===== config.mk =====
export PLATFORM = sky130hd
export DESIGN_NAME = mem_port_arbiter
export DESIGN_NICKNAME = d
export VERILOG_FILES = /design/src/rtl/mem_port_arbiter.sv
export SDC_FILE = /design/constraint.sdc
export NUM_CORES = 1
export LEC_CHECK = 0
export ABC_AREA = 1
export CORE_AREA = 2 2 193 195
export DETAILED_ROUTE_END_ITERATION = 7
export DIE_AREA = 0 0 195 197
export MAX_ROUTING_LAYER = met4
export PLACE_DENSITY = 0.81
export SETUP_SLACK_MARGIN = 0.3
export SLEW_MARGIN = 15
export SYNTH_ARGS = -nofsm -noshare
export SYNTH_HDL_FRONTEND = slang
export SYNTH_SLANG_ARGS = --single-unit

===== constraint.sdc =====
create_clock -name clk -period 2.39 [get_ports clk]
set_input_delay 0.478 -clock clk [delete_from_list [all_inputs] [get_ports clk]]
set_output_delay 0.478 -clock clk [all_outputs]
set_load 0.01 [all_outputs]

===== src/rtl/mem_port_arbiter.sv =====
// mem_port_arbiter: shares one memory port between instruction fetch (imem)
// and load/store (dmem). Each requester gets a single pending slot. Grants
// alternate when both slots are full, the downstream request is issued for
// one registered cycle, and the response is routed back to its owner. A
// watchdog gives up on a silent memory and flags the event.
module mem_port_arbiter #(
  parameter int DATA_WIDTH     = 64,
  parameter int FETCH_WIDTH    = 64,
  parameter int TIMEOUT_CYCLES = 1024
) (
  input  logic                                 clk,
  input  logic                                 rst,
  input  logic                                 imem_rd_en_i,
  input  logic [DATA_WIDTH-1:0]                imem_addr_i,
  output logic                                 imem_busy_o,
  output logic                                 imem_rdy_o,
  output logic [31:0]                          imem_rd_data_o,
  input  logic                                 dmem_rd_en_i,
  input  logic                                 dmem_wr_en_i,
  input  logic [DATA_WIDTH-1:0]                dmem_addr_i,
  input  logic [$clog2(FETCH_WIDTH/8)-1:0]     dmem_wr_size_i,
  input  logic [FETCH_WIDTH-1:0]               dmem_wr_data_i,
  output logic                                 dmem_busy_o,
  output logic                                 dmem_rdy_o,
  output logic [FETCH_WIDTH-1:0]               dmem_rd_data_o,
  output logic                                 mem_rd_en_o,
  output logic                                 mem_wr_en_o,
  output logic [DATA_WIDTH-1:0]                mem_addr_o,
  output logic [$clog2(FETCH_WIDTH/8)-1:0]     mem_wr_size_o,
  output logic [FETCH_WIDTH-1:0]               mem_wr_data_o,
  input  logic                                 mem_busy_i,
  input  logic                                 mem_rdy_i,
  input  logic [FETCH_WIDTH-1:0]               mem_rd_data_i,
  output logic                                 err_timeout_o
);

  localparam int SIZE_W    = $clog2(FETCH_WIDTH/8);
  localparam int NUM_LANES = FETCH_WIDTH/32;
  localparam int LANE_W    = (NUM_LANES > 1) ? $clog2(NUM_LANES) : 1;
  localparam int CNT_W     = (TIMEOUT_CYCLES > 0) ? $clog2(TIMEOUT_CYCLES + 1) : 1;

  typedef enum logic [1:0] {IDLE, ISSUE, WAIT} state_e;
  typedef enum logic {PORT_I = 1'b0, PORT_D = 1'b1} port_e;

  state_e                  state_q, state_d;
  port_e                   owner_q, owner_d;
  port_e                   lastGrant_q, lastGrant_d;
  logic                    iPending_q, iPending_d;
  logic [DATA_WIDTH-1:0]   iAddr_q, iAddr_d;
  logic                    dPending_q, dPending_d;
  logic                    dWrite_q, dWrite_d;
  logic [DATA_WIDTH-1:0]   dAddr_q, dAddr_d;
  logic [SIZE_W-1:0]       dSize_q, dSize_d;
  logic [FETCH_WIDTH-1:0]  dData_q, dData_d;
  logic [CNT_W-1:0]        wdCount_q, wdCount_d;
  logic                    errTimeout_q, errTimeout_d;
  logic                    memRdEn_q, memRdEn_d;
  logic                    memWrEn_q, memWrEn_d;
  logic [DATA_WIDTH-1:0]   memAddr_q, memAddr_d;
  logic [SIZE_W-1:0]       memSize_q, memSize_d;
  logic [FETCH_WIDTH-1:0]  memData_q, memData_d;

  logic                    timeoutHit;
  logic                    respond;
  logic                    iRdy;
  logic                    dRdy;
  logic [LANE_W-1:0]       laneSel;
  logic [31:0]             fetchWord;

  // The 32-bit fetch lane comes from the address bits just above the word offset.
  if (NUM_LANES > 1) begin : gLaneSel
    assign laneSel = iAddr_q[LANE_W+1:2];
  end else begin : gSingleLane
    assign laneSel = 1'b0;
  end

  // Pick the selected 32-bit lane out of the wide memory word.
  always_comb begin
    fetchWord = '0;
    for (int l = 0; l < NUM_LANES; l++) begin
      if (laneSel == LANE_W'(l)) fetchWord = mem_rd_data_i[l*32 +: 32];
    end
  end

  // Response detection: a real memory response, or the watchdog giving up.
  always_comb begin
    timeoutHit = (TIMEOUT_CYCLES != 0) && (state_q == WAIT) && !mem_rdy_i &&
                 (wdCount_q == CNT_W'(TIMEOUT_CYCLES));
    respond    = ((state_q == ISSUE) || (state_q == WAIT)) && (mem_rdy_i || timeoutHit);
  end

  // Next-state logic: request capture, arbitration, issue and response.
  always_comb begin
    state_d      = state_q;
    owner_d      = owner_q;
    lastGrant_d  = lastGrant_q;
    iPending_d   = iPending_q;
    iAddr_d      = iAddr_q;
    dPending_d   = dPending_q;
    dWrite_d     = dWrite_q;
    dAddr_d      = dAddr_q;
    dSize_d      = dSize_q;
    dData_d      = dData_q;
    wdCount_d    = wdCount_q;
    errTimeout_d = errTimeout_q | timeoutHit;
    memRdEn_d    = 1'b0;
    memWrEn_d    = 1'b0;
    memAddr_d    = '0;
    memSize_d    = '0;
    memData_d    = '0;

    case (state_q)
      IDLE: begin
        if ((iPending_q || dPending_q) && !mem_busy_i) begin
          if (iPending_q && dPending_q) begin
            owner_d = (lastGrant_q == PORT_I) ? PORT_D : PORT_I;
          end else begin
            owner_d = dPending_q ? PORT_D : PORT_I;
          end
          if (owner_d == PORT_D) begin
            memRdEn_d = !dWrite_q;
            memWrEn_d = dWrite_q;
            memAddr_d = dAddr_q;
            memSize_d = dSize_q;
            memData_d = dData_q;
          end else begin
            memRdEn_d = 1'b1;
            memAddr_d = iAddr_q;
          end
          state_d = ISSUE;
        end
      end
      ISSUE: begin
        wdCount_d = '0;
        state_d   = respond ? IDLE : WAIT;
      end
      WAIT: begin
        if (respond) begin
          state_d = IDLE;
        end else begin
          wdCount_d = wdCount_q + 1'b1;
        end
      end
      default: state_d = IDLE;
    endcase

    if (respond) begin
      lastGrant_d = owner_q;
      if (owner_q == PORT_I) iPending_d = 1'b0;
      else                   dPending_d = 1'b0;
    end

    if (imem_rd_en_i && !iPending_q) begin
      iPending_d = 1'b1;
      iAddr_d    = imem_addr_i;
    end

    if ((dmem_rd_en_i || dmem_wr_en_i) && !dPending_q) begin
      dPending_d = 1'b1;
      dWrite_d   = dmem_wr_en_i;
      dAddr_d    = dmem_addr_i;
      dSize_d    = dmem_wr_size_i;
      dData_d    = dmem_wr_data_i;
    end
  end

  // State and slot registers with synchronous reset.
  always_ff @(posedge clk) begin
    if (rst) begin
      state_q      <= IDLE;
      owner_q      <= PORT_I;
      lastGrant_q  <= PORT_I;
      iPending_q   <= 1'b0;
      iAddr_q      <= '0;
      dPending_q   <= 1'b0;
      dWrite_q     <= 1'b0;
      dAddr_q      <= '0;
      dSize_q      <= '0;
      dData_q      <= '0;
      wdCount_q    <= '0;
      errTimeout_q <= 1'b0;
      memRdEn_q    <= 1'b0;
      memWrEn_q    <= 1'b0;
      memAddr_q    <= '0;
      memSize_q    <= '0;
      memData_q    <= '0;
    end else begin
      state_q      <= state_d;
      owner_q      <= owner_d;
      lastGrant_q  <= lastGrant_d;
      iPending_q   <= iPending_d;
      iAddr_q      <= iAddr_d;
      dPending_q   <= dPending_d;
      dWrite_q     <= dWrite_d;
      dAddr_q      <= dAddr_d;
      dSize_q      <= dSize_d;
      dData_q      <= dData_d;
      wdCount_q    <= wdCount_d;
      errTimeout_q <= errTimeout_d;
      memRdEn_q    <= memRdEn_d;
      memWrEn_q    <= memWrEn_d;
      memAddr_q    <= memAddr_d;
      memSize_q    <= memSize_d;
      memData_q    <= memData_d;
    end
  end

  // Outputs are held quiet while reset is asserted so nothing leaks out mid-reset.
  always_comb begin
    iRdy           = !rst && respond && (owner_q == PORT_I);
    dRdy           = !rst && respond && (owner_q == PORT_D);
    imem_rdy_o     = iRdy;
    dmem_rdy_o     = dRdy;
    imem_rd_data_o = (iRdy && mem_rdy_i) ? fetchWord : '0;
    dmem_rd_data_o = (dRdy && mem_rdy_i) ? mem_rd_data_i : '0;
    imem_busy_o    = !rst && iPending_q;
    dmem_busy_o    = !rst && dPending_q;
    mem_rd_en_o    = !rst && memRdEn_q;
    mem_wr_en_o    = !rst && memWrEn_q;
    mem_addr_o     = rst ? '0 : memAddr_q;
    mem_wr_size_o  = rst ? '0 : memSize_q;
    mem_wr_data_o  = rst ? '0 : memData_q;
    err_timeout_o  = !rst && errTimeout_q;
  end

endmodule

=== Word-level counts from Yosys, hierarchy flattened ===
Index checks and enable logic that the tools add are counted.

* Register bits after elaboration: 347
* Input port bits: 266
* Output and inout port bits: 234
* Logic and storage cells: 94

* Add/subtract/negate cells: 1
* Equal/unequal tests: 7
* Muxes and demuxes: 25
* Bitwise gates (word level): 5
* Reductions and logical operators: 39

{| class="wikitable"
|+ Operator list
! cell !! number
|-
| 64-bit two-way mux || 4
|-
| 32-bit two-way mux || 2
|-
| 11-bit case mux with 2 select lines || 1
|-
| 1-bit logical AND || 17
|-
| 1-bit two-way mux || 12
|-
| 11-bit by 1-bit adder with 11-bit output, second input constant || 1
|-
| 11-bit equality test, second input constant || 1
|-
| 11-bit two-way mux || 1
|-
| 2-bit AND reduction || 5
|-
| 2-bit nonzero test || 4
|-
| 1-bit zero test || 6
|-
| 2-bit two-way mux || 3
|-
| 2-bit inequality test, second input constant || 3
|-
| 2-bit case mux with 3 select lines || 1
|-
| 1-bit logical OR || 4
|-
| 1-bit NOT || 4
|-
| 4-bit OR reduction || 1
|-
| 3-bit two-way mux || 1
|-
| 3-bit OR reduction || 1
|-
| 2-bit by 1-bit equality test with 1-bit output, second input constant || 1
|-
| 2-bit equality test, second input constant || 1
|-
| 2-bit zero test || 1
|-
| 2-bit by 1-bit inequality test with 1-bit output, second input constant || 1
|-
| 1-bit OR || 1
|}

=== Depth between registers and ports, before layout ===
* Word-level depth: 9
* Mapped depth: 13
* Depth with buffers taken out: 12

=== Worst setup path after synthesis ===
OpenSTA, ideal clock, no wires.

* Path kind: register to output
* From: reg state_q[0]
* To: out imem_rd_data_o[10]
* Arrival: 1.718 ns
* Required time: 1.912 ns
* Path slack: 0.194 ns
* Stages on the path, launching flop included: 12
* Buffers on the path: 1
* Cells stage by stage: dfxtp_1 -> inv_1 -> ha_1 -> nand2_1 -> nor2_1 -> nand3_1 -> nand2_1 -> nand2_2 -> nor3_2 -> nand2_1 -> buf_6 -> nor2_1

* Word-level cells in the longest chain between the ends: 9
* Elaborated cells on any way between the ends: 11
* Those cells by class: eq/ne (2); mux (1); reduce/logical (8)

{| class="wikitable"
|+ RTL lines
! what !! RTL line !! source
|-
| start, declared || 45 || <nowiki>state_e state_q, state_d;</nowiki>
|-
| start signal, assigned || 188 || <nowiki>state_q <= state_d;</nowiki>
|-
| 2-bit equality test || 87, 89 ||
|-
| 1-bit logical AND (2 in series) || 87 || <nowiki>timeoutHit = (TIMEOUT_CYCLES != 0) && (state_q == WAIT) && !mem_rdy_i &&</nowiki>
|-
| 1-bit logical OR || 89 || <nowiki>respond = ((state_q == ISSUE) || (state_q == WAIT)) && (mem_rdy_i || timeoutHit);</nowiki>
|-
| 1-bit logical AND * || 89 ||
|-
| 1-bit logical AND * (2 in series) || 210 || <nowiki>iRdy = !rst && respond && (owner_q == PORT_I);</nowiki>
|-
| via imem_rdy_o || 16 || <nowiki>output logic imem_rdy_o,</nowiki>
|-
| 1-bit logical AND * || 214 || <nowiki>imem_rd_data_o = (iRdy && mem_rdy_i) ? fetchWord : '0;</nowiki>
|-
| 32-bit two-way mux * || 214 ||
|-
| end, declared || 17 || <nowiki>output logic [31:0] imem_rd_data_o,</nowiki>
|}

The timed path passes the listed nets; every way through them passes the cells marked *.

=== Final worst setup path ===
* From: reg state_q[0]
* To: out imem_rd_data_o[12]

* Word-level cells in the longest chain between the ends: 9
* Elaborated cells on any way between the ends: 11
* Those cells by class: eq/ne (2); mux (1); reduce/logical (8)

{| class="wikitable"
|+ RTL lines
! what !! RTL line
|-
| 2-bit equality test || 87, 89
|-
| 1-bit logical AND (2 in series) || 87
|-
| 1-bit logical OR || 89
|-
| 1-bit logical AND * || 89
|-
| 1-bit logical AND * (2 in series) || 210
|-
| 1-bit logical AND * || 214
|-
| 32-bit two-way mux * || 214
|}

Mark *: on every way between the ends. The rest lies on a longest branch, timed or not.

==> run summary <==
==============================================================================
Clk pin slew, worst setup/hold paths                                   0.06 ns
Part of the power in registers                                           44.3%
Slowest library cell on the worst path                            sky130_fd_sc_hd__dfxtp_2
Max-capacitance violation count                                              0
Internal Pwr Total                                                    10600 uW
Most frequently used cell type in the post-synthesis netlist      sky130_fd_sc_hd__nor2_1
Number of buffers inserted during clock tree synthesis                      37
Required time at the endpoint of the critical path                     1.91 ns
Area share of the largest cell type after synthesis                      51.1%
DRC marker count from the first detailed-route iteration                   821
Arrival time at the worst endpoint                                     2.41 ns
Die area                                                          0.0384 sq mm
Number of I/O pins                                                         500
Worst hold-check slack                                                0.431 ns
# H-tree levels                                                              2
Most area-hungry cell type in the Yosys netlist                   sky130_fd_sc_hd__dfxtp_1
Layout net count                                                          2748
Failing checks                                                    negative setup slack
Portion of total power attributed to combinational logic                 17.0%
Via density                                                               4.88
Power per standard cell area                                       667 mW/mm^2
Maximum clock rate                                                     346 MHz
Floorplan Core Area                                               0.0363 sq mm
Net Switching                                                          3980 uW
Port Buffer Count                                                          499
Share of total power consumed by net switching                           27.4%
Netlist Area Pre-Place                                            0.0136 sq mm
Antenna-violating nets left                                                  0
Fraction of power consumed by the clock network                          38.7%
Synth area leaders                                                sky130_fd_sc_hd__dfxtp_1 (51%), sky130_fd_sc_hd__nor2_1 (17%), sky130_fd_sc_hd__inv_1 (8.0%), sky130_fd_sc_hd__o21ai_0 (7.7%), sky130_fd_sc_hd__a21oi_1 (6.5%)
Share of the yosys chip area belonging to registers                      51.1%
Initial antenna violation count                                              3
Share of synthesized registers carrying an async set or reset               0%
Die width                                                               195 um
Pin slew with the least headroom to its limit                         0.806 ns
Clock latency on the worst-skew pair                                   0.53 ns
Clock Tree Root                                                   sky130_fd_sc_hd__clkbuf_16
Clock period minus worst slack                                         2.89 ns
Fraction of final layout cells sized beyond drive strength 1             15.0%
Count of vias placed by the detailed router                              14500
Placed Instances                                                          2854
Cell class contributing the biggest share of worst-path delay     simple AND/OR/NAND/NOR gates
Die H                                                                   197 um
Number of synthesis warnings                                                 0
Leading cell types by count after synthesis                       sky130_fd_sc_hd__nor2_1 (606), sky130_fd_sc_hd__dfxtp_1 (347), sky130_fd_sc_hd__inv_1 (291), sky130_fd_sc_hd__o21ai_0 (208), sky130_fd_sc_hd__a21oi_1 (176)
Critical path peak fanout                                                    5
Combined buffer and inverter count along the critical path                   4
Final Worst Setup Slack                                              -0.497 ns
Non-filler instance count after layout                                    2971
Via count of the first global-routing pass                               14300
Post-synth EDFFs                                                             0
Net count of the mapped netlist                                           2223
Leakage                                                              0.0104 uW
Total Routed Length                                                   49800 um
Final-report setup violation count                                          99
Crit path launch type                                                 register
Library cells used by synthesis                                             18
Result of the run                                                 complete, but fails checks
Drt pass-1 iters                                                             5
Deepest clock path buffer count                                              3
Critical Path End Type                                             output port
Count of hold buffers inserted by post-cts repair                            0
RSZ-0062 raised after global routing                                       yes
TritonCTS clock tree                                                      done
Average detailed-routed wire length per instance                       16.8 um
Global-route congestion overflow total                                       0
Slowest stage delay, CP                                                0.32 ns
Crit Path Category                                                register to output port
Num rows                                                                    70
Post-synthesis cell count                                                 1952
Total routing usage reported by global routing                           24.7%
Post-Route Skew                                                      0.0255 ns
Starting density of the core                                             37.5%
Total count of hold-check failures in the final report                       0
Max-slew headroom at the worst pin                                       46.3%
Maximum number of pins on one net before global-route repair               206
Min-delay worst type                                              register to register
HPWL reported at the end of detailed placement                        32200 um
Flip-flop and latch count after synthesis                                  347
GPL Wtd Cong                                                             0.990
Post-route fraction of the period consumed by the critical path           121%
Global-route wire length before repair                                74000 um
Syn Area/Cell                                                       6.97 sq um
Top flip-flop cell by instance count after synthesis              sky130_fd_sc_hd__dfxtp_1
DP Area                                                           0.0194 sq mm
Area growth from synthesis to final layout                               60.1%
Slew Limit Fails                                                             0
Worst voltage drop across the vdd grid                                  448 uV
CP Cell Sequence                                                  inv_2 -> ha_4 -> nand2_2 -> nor2_4 -> nand3_2 -> nand2_2 -> nand2_4 -> nor3_4 -> nand2_4 -> buf_16 -> buf_12 -> nor2_2 -> buf_2
Number of clock sinks                                                      347
Drc violations                                                               0
Post-route standard cell area excluding fillers                   0.0218 sq mm
==============================================================================
layout by cell type (no fill, tap or decap), types with 10 or more instances in the layout:
cell type / instances
sky130_fd_sc_hd__buf_4: 45
sky130_fd_sc_hd__nor2_4: 52
sky130_fd_sc_hd__nand3_1: 10
sky130_fd_sc_hd__nor2_2: 24
sky130_fd_sc_hd__inv_1: 286
sky130_fd_sc_hd__dlymetal6s2s_1: 67
sky130_fd_sc_hd__buf_6: 80
sky130_fd_sc_hd__dfxtp_1: 342
sky130_fd_sc_hd__dlygate4sd2_1: 48
sky130_fd_sc_hd__clkdlybuf4s50_1: 283
sky130_fd_sc_hd__o21ai_0: 207
sky130_fd_sc_hd__buf_2: 47
sky130_fd_sc_hd__nor2_1: 530
sky130_fd_sc_hd__clkbuf_16: 37
sky130_fd_sc_hd__nand2_1: 165
sky130_fd_sc_hd__buf_12: 25
sky130_fd_sc_hd__a21oi_1: 176
power groups by stage:
stage	Combinational (uW)	Sequential, uW	Clock, uW
after CTS	2390	6430	5730
after global placement	2220	6520	0
after floorplan	1210	6500	0
after detailed placement	2280	6550	0
after global routing	2720	6470	5970
final	2470	6430	5630
through the flow:
stage | util, % | setup WS (ns) | power (uW) | setup TNS, ns
2_1_floorplan | - | 0.259 | 7710 | 0
3_3_place_gp | 53.6 | -0.747 | 8740 | -64.66
3_5_place_dp | 53.6 | -0.784 | 8820 | -66.12
4_1_cts | 58.3 | -0.507 | 14500 | -39.23
5_1_grt | 60.1 | -0.577 | 15200 | -48.75
6_report | 60.1 | -0.497 | 14500 | -40.14
final cells by class:
cell class	count	area, sq um
antenna	1	2.50
clock buffer	47	1010
clock inverter	17	176
fill	3003	14500
inverter	296	1120
multi-input combinational	1187	5580
sequential	347	6950
tap	468	586
timing repair buffer	608	6350
sequential cells by signal, indices dropped and copies added, names as in the netlist, 2 cells and up:
name,count
state_q,2
dData_q,64
dAddr_q,64
memSize_q,3
memData_q,64
memAddr_q,64
wdCount_q,11
iAddr_q,64
dSize_q,3
layer usage:
layer  global-route usage (%)  wire [um]  share of wire [%]
met1                     29.9      19700                 40
met2                     41.0      24100                 48
met3                     3.75       3770                7.6
met4                     10.4       2210                4.4
met5                        -          0                  0
cells by family after synthesis:
family          synth area share [%]
simple gates                    22.2
compound gates                  14.1
buf+inv                         12.1
fa+ha+maj                      0.460
flops                           51.1
worst min-delay path: stages, from the launching register on:
cell and delay (ns):
sky130_fd_sc_hd__dfxtp_1 0.29, sky130_fd_sc_hd__inv_1 0.06, sky130_fd_sc_hd__nor2_1 0.04
final timing paths:
| kind | start | end | slack, ns | cells past startpoint |
|---|---|---|---|---|
| max reg2reg | state_q[0] | lastGrant_q | -0.48 | 25 |
| min | dData_q[19] | memData_q[19] | 0.43 | 2 |
| max | state_q[0] | imem_rd_data_o[12] | -0.50 | 13 |
| min reg2reg | dData_q[19] | memData_q[19] | 0.43 | 2 |
timing repair:
action,CTS,global route
cloned,8,1
pin swaps,9,12
resized for setup,560,167
setup buffers,33,10
endpoints found under the setup margin,200,165
Note: power is estimated with default switching activity, not from simulation.
==> RTL change, RTL diff (same flow settings) <==
Register the output `err_timeout_o`, cleared by the reset; this adds one clock of latency there. The other outputs are not delayed to match.
--- a/src/rtl/mem_port_arbiter.sv
+++ b/src/rtl/mem_port_arbiter.sv
@@ -42,4 +42,6 @@
   typedef enum logic [1:0] {IDLE, ISSUE, WAIT} state_e;
   typedef enum logic {PORT_I = 1'b0, PORT_D = 1'b1} port_e;
+
+  logic err_timeout_d;
 
   state_e                  state_q, state_d;
@@ -221,5 +223,13 @@
     mem_wr_size_o  = rst ? '0 : memSize_q;
     mem_wr_data_o  = rst ? '0 : memData_q;
-    err_timeout_o  = !rst && errTimeout_q;
+    err_timeout_d  = !rst && errTimeout_q;
+  end
+
+  always_ff @(posedge clk) begin
+    if (rst) begin
+      err_timeout_o <= '0;
+    end else begin
+      err_timeout_o <= err_timeout_d;
+    end
   end
 
Check against the original RTL: no difference found for any inputs over 4 cycles, from zero or initial values and one cycle with rst high; that may be too few to reach the edited logic, so the function may still have changed.
==> RTL change against the original RTL <==
  * The flow still finishes with violations (setup timing)
  * Largest power group unchanged
  * Area after synthesis up 0.19%
  * Non-clock buffer count down 2
  * Sequential cell count up 1
  * Register-to-register slack better by 0.10 ns
  * Routed wire length up 0.35%
  * Design area down 0.20%
  * Combinational power down 2%
  * Critical endpoint is now dmem_rd_data_o[52]
  * Setup slack better by 0.015 ns
  * Sequential power about the same
  * Total power up 2.2%
  * Utilization down 0.12 points
  * Maximum frequency up 0.54%
  * Global-route usage down 0.14 points
==> RTL change: results (changes against the original RTL) <==
| Metric | Value |
|---|---|
| R2R Path Start | `wdCount_q[1] (was state_q[0])` |
| Top cells by count, synth | `nor2_1 (604), dfxtp_1 (348), inv_1 (292), o21ai_0 (209), a21oi_1 (177) (was nor2_1 (606), dfxtp_1 (347), inv_1 (291), o21ai_0 (208), a21oi_1 (176))` |
| Worst min-delay path category | `input pin to register (was register to register)` |
| Cells after Synth | `1953 (was 1952)` |
| Final setup vio count | `109 (was 99)` |
| Pin count of the biggest net entering global routing | `208 (was 206)` |
| Peak supply drop | `0.4804 mV (was 0.4480 mV)` |
| Worst Hold Path EP | `lastGrant_q (was memData_q[19])` |
| Failing checks | `setup timing (unchanged)` |
| Status | `complete, but fails checks (unchanged)` |
| Sequential share of power | `43.4% (was 44.3%)` |
| GRT Util Overall | `24.52% (was 24.66%)` |
| Worst hold start | `rst (was dData_q[19])` |
| Post-synthesis adder-cell area fraction | `0.4591% (was 0.4599%)` |
| Worst reg2reg path endpoint | `wdCount_q[6] (was lastGrant_q)` |
| First-pass GRT wire length | `72680 um (was 73960 um)` |
| Fraction of layout cells with a size suffix above 1 | `16.17% (was 15.03%)` |
| Met1 Use GR | `30.37% (was 29.94%)` |
| Placed cell area | `19480 um^2 (was 19430 um^2)` |
| Compound-Gate Fraction of Synth Area | `14.18% (was 14.13%)` |
| Post-Place Worst Slack | `-0.7911 ns (was -0.7839 ns)` |
| Pre-antenna DRT Iters | `7 (was 5)` |
| Worst-path fanout max | `8 (was 5)` |
| Detailed Place HPWL | `33180 um (was 32250 um)` |
| Metal-1 WL | `20270 um (was 19750 um)` |
| Worst path slowest cell | `dfxtp_1 (was dfxtp_2)` |
| Overall power | `14.84 mW (was 14.53 mW)` |
| Vias in the first global route | `13840 (was 14260)` |
| Synth top area cells | `dfxtp_1 (51%), nor2_1 (17%), inv_1 (8.0%) (unchanged)` |
| PnR worst setup slack | `-0.4819 ns (was -0.4974 ns)` |
| Met2 Wirelength | `23530 um (was 24090 um)` |
| R2R cell count | `23 (was 25)` |
| Slew margin rel. | `43.11% (was 46.30%)` |
| Via/cell ratio | `4.858 (was 4.878)` |
| Met3 GRT Util | `5.048% (was 3.747%)` |
| Combinational Power Share | `16.3% (was 17.0%)` |
| Worst Skew | `0.02288 ns (was 0.02552 ns)` |
| Pleak | `9.779 nW (was 10.40 nW)` |
## RTL change: final cells by class
type / count / area share (%)
flip-flops and latches: 348 / 32.07
repair buffers: 606 / 28.08
multi-input cells: 1186 / 25.98
inverters: 297 / 5.180
clock buffers: 51 / 4.967
well taps: 468 / 2.694
clock inverters: 16 / 0.9728
diodes: 5 / 0.05756
## RTL change: timing repair
action                                  CTS  global route
hold endpoints to repair                  0             0
setup buffers                            19            15
pin swaps                                 9            15
gates cloned                              6             1
resized for setup                       485           229
endpoints found under the setup margin  197           172
## RTL change: per-stage QoR
stage / setup TNS (ns) / util, %
after global placement: -64.26 / 53.73
after CTS: -46.89 / 58.11
after floorplan: 0 / -
after detailed placement: -64.47 / 53.73
after global routing: -54.96 / 59.93
final: -42.30 / 59.95
## RTL change: cells by family (layout without fill, tap and decap cells)
kind of cell,after synthesis,in the layout
buffers and inverters,420,970
AO/OA/AOI/OAI,386,386
adder cells (fa/ha/maj),5,5
flip-flops,348,348
AND/OR/NAND/NOR,794,795
other,0,5
